--- src/rtl/wb_port_arbiter_if.sv ---
// Bus bundle between the writeback producers, the register-file write port and the arbiter.
// The producer/register-file side uses the master modport and the arbiter uses the slave modport.
interface wb_port_arbiter_if #(
  parameter int DATA_W     = 32,
  parameter int ADDR_W     = 5,
  parameter int FIFO_DEPTH = 2
);
  // Requester A: in-order pipeline writeback, which has no backpressure.
  logic              a_valid;
  logic [ADDR_W-1:0] a_rd;
  logic [DATA_W-1:0] a_data;

  // Requester B: long-latency unit with a valid/ready handshake.
  logic              b_valid;
  logic              b_ready;
  logic [ADDR_W-1:0] b_rd;
  logic [DATA_W-1:0] b_data;

  // Register-file write port and status outputs.
  logic                        rf_we;
  logic [ADDR_W-1:0]           rf_waddr;
  logic [DATA_W-1:0]           rf_wdata;
  logic                        grant_src;
  logic                        pipe_stall;
  logic [$clog2(FIFO_DEPTH):0] b_count;
  logic                        arb_err;

  modport master (
    output a_valid, a_rd, a_data, b_valid, b_rd, b_data,
    input  b_ready, rf_we, rf_waddr, rf_wdata, grant_src, pipe_stall, b_count, arb_err
  );

  modport slave (
    input  a_valid, a_rd, a_data, b_valid, b_rd, b_data,
    output b_ready, rf_we, rf_waddr, rf_wdata, grant_src, pipe_stall, b_count, arb_err
  );
endinterface

--- src/rtl/wb_port_arbiter.sv ---
// Register-file write-port arbiter. Pipeline writeback (A) wins by default, and B is queued in a FIFO.
// When B has waited too long, a starvation counter stalls the pipeline so that B can drain.
module wb_port_arbiter #(
  parameter int DATA_W       = 32,
  parameter int ADDR_W       = 5,
  parameter int FIFO_DEPTH   = 2,
  parameter int STARVE_LIMIT = 4
) (
  input logic              clock,
  input logic              reset,
  wb_port_arbiter_if.slave bus
);
  localparam int PTR_W = $clog2(FIFO_DEPTH);
  localparam int CNT_W = PTR_W + 1;
  localparam int STV_W = $clog2(STARVE_LIMIT + 1);

  typedef enum logic {NORMAL, STARVED} state_e;

  typedef struct packed {
    logic [ADDR_W-1:0] rd;
    logic [DATA_W-1:0] data;
  } entry_t;

  entry_t            mem_q [FIFO_DEPTH];
  entry_t            head;
  logic [PTR_W-1:0]  rd_ptr_q, wr_ptr_q;
  logic [CNT_W-1:0]  count_q, count_d;
  logic [STV_W-1:0]  starve_q, starve_d;
  state_e            state_q, state_d;
  logic              rf_we_q, grant_src_q, arb_err_q;
  logic [ADDR_W-1:0] rf_waddr_q;
  logic [DATA_W-1:0] rf_wdata_q;
  logic              a_req, fifo_ne, grant_b, push;

  assign head = mem_q[rd_ptr_q];

  always_comb begin
    // NOTE: every signal assigned here gets a value on every path, so no latch is inferred.
    a_req    = bus.a_valid && (bus.a_rd != '0);
    fifo_ne  = (count_q != '0);
    grant_b  = !a_req && fifo_ne;
    push     = bus.b_valid && bus.b_ready && (bus.b_rd != '0);
    count_d  = count_q + CNT_W'(push) - CNT_W'(grant_b);
    starve_d = '0;
    if (fifo_ne && !grant_b)
      starve_d = (starve_q == STV_W'(STARVE_LIMIT)) ? starve_q : starve_q + STV_W'(1);
    state_d = state_q;
    if (starve_d == STV_W'(STARVE_LIMIT)) state_d = STARVED;
    else if (grant_b)                     state_d = NORMAL;
  end

  // NOTE: FIFO storage has no reset. The count and the pointers alone decide which entries are valid.
  always_ff @(posedge clock) begin
    if (push) mem_q[wr_ptr_q] <= '{rd: bus.b_rd, data: bus.b_data};
  end

  // NOTE: sequential state uses non-blocking assignments only, so every register sees pre-edge values.
  always_ff @(posedge clock or posedge reset) begin
    if (reset) begin
      rf_we_q     <= 1'b0;
      rf_waddr_q  <= '0;
      rf_wdata_q  <= '0;
      grant_src_q <= 1'b0;
      arb_err_q   <= 1'b0;
      rd_ptr_q    <= '0;
      wr_ptr_q    <= '0;
      count_q     <= '0;
      starve_q    <= '0;
      state_q     <= NORMAL;
    end else begin
      rf_we_q <= a_req || grant_b;
      if (a_req) begin
        rf_waddr_q  <= bus.a_rd;
        rf_wdata_q  <= bus.a_data;
        grant_src_q <= 1'b0;
      end else if (grant_b) begin
        rf_waddr_q  <= head.rd;
        rf_wdata_q  <= head.data;
        grant_src_q <= 1'b1;
        rd_ptr_q    <= rd_ptr_q + PTR_W'(1);
      end
      if (push) wr_ptr_q <= wr_ptr_q + PTR_W'(1);
      count_q   <= count_d;
      starve_q  <= starve_d;
      state_q   <= state_d;
      arb_err_q <= arb_err_q || (bus.a_valid && (state_q == STARVED));
    end
  end

  // The reset term keeps B from being accepted while reset is asserted.
  assign bus.b_ready    = !reset && (count_q < CNT_W'(FIFO_DEPTH));
  assign bus.rf_we      = rf_we_q;
  assign bus.rf_waddr   = rf_waddr_q;
  assign bus.rf_wdata   = rf_wdata_q;
  assign bus.grant_src  = grant_src_q;
  assign bus.pipe_stall = (state_q == STARVED);
  assign bus.b_count    = count_q;
  assign bus.arb_err    = arb_err_q;
endmodule
--- src/flat_wrapper.sv ---
// flat-port wrapper written by rule: the top's interface ports become plain ports
module wb_port_arbiter_flat 
#(
  parameter int DATA_W       = 32,
  parameter int ADDR_W       = 5,
  parameter int FIFO_DEPTH   = 2,
  parameter int STARVE_LIMIT = 4
)
  (clock, reset, bus_a_valid, bus_a_rd, bus_a_data, bus_b_valid, bus_b_rd, bus_b_data, bus_b_ready, bus_rf_we, bus_rf_waddr, bus_rf_wdata, bus_grant_src, bus_pipe_stall, bus_b_count, bus_arb_err);
  wb_port_arbiter_if #(.DATA_W(DATA_W), .ADDR_W(ADDR_W), .FIFO_DEPTH(FIFO_DEPTH)) bus_i ();
  input logic clock;
  input logic reset;
  input wire logic [$bits(bus_i.a_valid)-1:0] bus_a_valid;
  input wire logic [$bits(bus_i.a_rd)-1:0] bus_a_rd;
  input wire logic [$bits(bus_i.a_data)-1:0] bus_a_data;
  input wire logic [$bits(bus_i.b_valid)-1:0] bus_b_valid;
  input wire logic [$bits(bus_i.b_rd)-1:0] bus_b_rd;
  input wire logic [$bits(bus_i.b_data)-1:0] bus_b_data;
  output wire logic [$bits(bus_i.b_ready)-1:0] bus_b_ready;
  output wire logic [$bits(bus_i.rf_we)-1:0] bus_rf_we;
  output wire logic [$bits(bus_i.rf_waddr)-1:0] bus_rf_waddr;
  output wire logic [$bits(bus_i.rf_wdata)-1:0] bus_rf_wdata;
  output wire logic [$bits(bus_i.grant_src)-1:0] bus_grant_src;
  output wire logic [$bits(bus_i.pipe_stall)-1:0] bus_pipe_stall;
  output wire logic [$bits(bus_i.b_count)-1:0] bus_b_count;
  output wire logic [$bits(bus_i.arb_err)-1:0] bus_arb_err;
  assign bus_i.a_valid = bus_a_valid;
  assign bus_i.a_rd = bus_a_rd;
  assign bus_i.a_data = bus_a_data;
  assign bus_i.b_valid = bus_b_valid;
  assign bus_i.b_rd = bus_b_rd;
  assign bus_i.b_data = bus_b_data;
  assign bus_b_ready = bus_i.b_ready;
  assign bus_rf_we = bus_i.rf_we;
  assign bus_rf_waddr = bus_i.rf_waddr;
  assign bus_rf_wdata = bus_i.rf_wdata;
  assign bus_grant_src = bus_i.grant_src;
  assign bus_pipe_stall = bus_i.pipe_stall;
  assign bus_b_count = bus_i.b_count;
  assign bus_arb_err = bus_i.arb_err;
  wb_port_arbiter #(.DATA_W(DATA_W), .ADDR_W(ADDR_W), .FIFO_DEPTH(FIFO_DEPTH), .STARVE_LIMIT(STARVE_LIMIT)) u_core (.clock(clock), .reset(reset), .bus(bus_i));
endmodule
--- config.mk ---
export PLATFORM = sky130hd
export DESIGN_NAME = wb_port_arbiter_flat
export DESIGN_NICKNAME = d
export VERILOG_FILES = /design/src/rtl/wb_port_arbiter_if.sv /design/src/rtl/wb_port_arbiter.sv /design/src/flat_wrapper.sv
export SDC_FILE = /design/constraint.sdc
export NUM_CORES = 1
export LEC_CHECK = 0
export CORE_MARGIN = 2
export CORE_UTILIZATION = 49
export CTS_CLUSTER_SIZE = 8
export DETAILED_ROUTE_END_ITERATION = 8
export GPL_ROUTABILITY_DRIVEN = 0
export HOLD_SLACK_MARGIN = 0.15
export MAX_ROUTING_LAYER = met4
export PLACE_DENSITY = 0.85
export SLEW_MARGIN = 20
export SYNTH_ARGS = -nofsm -noshare
export SYNTH_HDL_FRONTEND = slang
export SYNTH_SLANG_ARGS = --single-unit
--- constraint.sdc ---
create_clock -name clock -period 3.9 [get_ports clock]
set_input_delay 0.585 -clock clock [delete_from_list [all_inputs] [get_ports clock]]
set_output_delay 0.585 -clock clock [all_outputs]
set_load 0.02 [all_outputs]
==> impl_metrics.json <==
{
  "outcome": "completed",
  "path_buf_inv": 2,
  "netlist_area_sq_um": 4997,
  "path_cells": "buf_4, clkdlybuf4s50_1",
  "total_power_mw": 5.185,
  "die_w_um": 105.0,
  "grtUsageTotal_pct": 21.80,
  "first_pass_iters": 4,
  "synth_nets": 414,
  "syn_area_per_cell_sq_um": 15.05,
  "clock_path_buffers": 2,
  "nNetsFinal": 540,
  "period_minus_slack_ps": 3077,
  "whs_path_depth": 1,
  "r2r-end": "u_core.bus.rf_wdata[1]",
  "post_cts.repair.setup_buffers": 0,
  "slew_viol_final": 0,
  "yosys_most_used_dff": "edfxtp_1",
  "first_global_vias": 3494,
  "ys_seq_elements": 122,
  "cp_max_fo": 23,
  "antenna_found_initial": 0,
  "grt_start_max_net_pins": 49,
  "grt_pass1_wl_mm": 17.86,
  "slowest_stage": "dfrtp_1",
  "drv_cap": 0,
  "cpPeakStageDelay_ps": 910,
  "crit_type": "reg -> out",
  "postRouteAntennaNets": 0,
  "drive_gt1_share_pct": 17.41,
  "clock_sinks": 122,
  "cts_resized": 0,
  "synth-edff-count": 74,
  "min_period_over_period_pct": 78.90,
  "finalHoldViolations": 0,
  "core_sq_um": 9819,
  "cp_num_cells": 2,
  "yosysTopAreaCell": "edfxtp_1",
  "cts_buffers": 17,
  "dp.cells": 570,
  "final_util_pct": 71.24,
  "hold_start": "u_core.bus.arb_err",
  "post_drt_wl_per_cell_um": 18.57,
  "start_kind": "register",
  "ys_seq_area_share_pct": 68.50,
  "fp.dieH_um": 105.0,
  "ys_top_cells_by_area": "edfxtp_1 (44%), dfrtp_1 (24%), mux2_2 (7.7%)",
  "setup_tns_ps": 0,
  "reg2reg_depth": 4,
  "synth_top_area_share_pct": 44.47,
  "diodes": 0,
  "grt-ovfl-total": 0,
  "critPathTopFamily": "buffers and inverters",
  "cts_hold_buf": 0,
  "synth_most_common_cell": "edfxtp_1",
  "rows": 36,
  "port_buffers": 121,
  "yosysWarnings": 0,
  "p_per_area_nw_per_um2": 741.2,
  "r2r_slack_ps": 1210,
  "slew_headroom_pct": 40.62,
  "vias": 3267,
  "cts-htree-levels": 4,
  "fin_cells": 604,
  "clkTransAtPathRegs_ps": 60,
  "ys_top_cells_by_count": "edfxtp_1 (74), dfrtp_1 (48), a21oi_1 (38), nor3_1 (38), mux2i_1 (37)",
  "end_kind": "output pin",
  "tritoncts": "built",
  "ios": 122,
  "clock_skew_ps": 9.843,
  "arrival_ps": 2490,
  "routed_wl_mm": 11.22,
  "regToRegStartpoint": "u_core.bus.b_count[1]",
  "ir_drop_mv": 0.3496,
  "hp-class": "reg -> reg",
  "hold_ws_ps": 484.8,
  "dieArea_sq_um": 11020,
  "worst_pin_slew_ps": 889.6,
  "root_buffer": "clkbuf_8",
  "start_util_pct": 50.89,
  "rsz0062_at_grt": "false",
  "dp_hpwl_mm": 7.161,
  "fmax_mhz": 325.0,
  "async_flop_share_pct": 39.34,
  "syn_to_final_growth_pct": 39.98,
  "setup_viol": 0,
  "netlist_instances": 332,
  "drt-vias-per-instance": 5.409,
  "synthDistinctLibCells": 32,
  "p_leak_nw": 2.631,
  "clock_latency_ps": 500,
  "route.detailed.drc": 0,
  "cp.required_ps": 3310,
  "hold_end": "u_core.bus.arb_err",
  "drtIter0Drc": 166
}
## routing by layer
metal / part of all wire [%] / routed length (um) / up-vias / GRT usage (%)
met2: 55 / 6120 / 102 / 38.50
met5: 0 / 0 / - / -
met1: 40 / 4448 / 1645 / 24.04
met4: 1.5 / 167 / 0 / 7.810
li1: - / - / 1508 / -
met3: 4.3 / 480 / 12 / 5.178
## flip-flops by register name (all words and copies together) (netlist names)
name,flops
u_core.mem_q,74
u_core.bus.rf_wdata,32
u_core.bus.rf_waddr,5
u_core.starve_q,3
u_core.bus.b_count,2
u_core.bus.arb_err,1
u_core.bus.grant_src,1
u_core.bus.pipe_stall,1
u_core.bus.rf_we,1
u_core.rd_ptr_q,1
u_core.wr_ptr_q,1
## stage by stage
step	setup WS, ps	area [sq um]
after floorplan	464.7	4997
after global placement	1082	6312
after detailed placement	1028	6312
after CTS	783.2	6944
after global routing	729.7	6995
final	822.8	6995
## worst max-delay path by stage
stage                          startpoint                     to  slack, ps
CTS                 u_core.bus.b_count[1]         bus_b_count[1]        780
global route        u_core.bus.b_count[1]         bus_b_count[1]        730
finish              u_core.bus.b_count[1]         bus_b_count[1]        820
detailed placement                  reset    u_core.mem_q[0][31]       1030
global placement              bus_b_rd[0]  u_core.bus.b_count[1]       1080
floorplan           u_core.bus.b_count[1]     u_core.mem_q[0][0]        460
## where the power goes
group / internal [mW] / leakage (nW) / switching (mW)
Combinational: 0.805 / 1.10 / 0.790
Sequential: 1.65 / 1.23 / 0.299
Clock: 1.08 / 0.299 / 0.559
## cell families (layout without fill, tap and decap cells)
kind of cell	Yosys count	after routing	share of synthesized area, %
AND/OR/NAND/NOR	52	52	5.533
multiplexers	72	72	15.30
adder cells (fa/ha/maj)	4	4	1.002
flip-flops	122	122	68.50
AO/OA/AOI/OAI	49	49	6.034
XOR/XNOR	4	4	0.7012
buffers and inverters	29	168	2.929
## placed cells by master, fill, tap and decap left out, drive strengths merged, types with 2 or more instances in the layout
master,instances
clkdlybuf4s50,121
edfxtp,74
dfrtp,48
nor3,38
a21oi,38
mux2i,37
mux2,35
clkbuf,20
inv,11
buf,7
ha,4
bufinv,4
nor2,4
xnor2,3
clkinvlp,3
nand2,2
or2,2
a22o,2
nand3b,2
clkinv,2
## layout make-up
cell class | instances | area, sq um
clock inverters | 12 | 186.4
repair buffers | 128 | 1296
fillers | 668 | 2824
well taps | 133 | 166.4
inverters | 8 | 31.28
clock buffers | 20 | 445.4
flip-flops and latches | 122 | 3427
multi-input cells | 181 | 1443
Note: power is estimated with default switching activity, not from simulation.
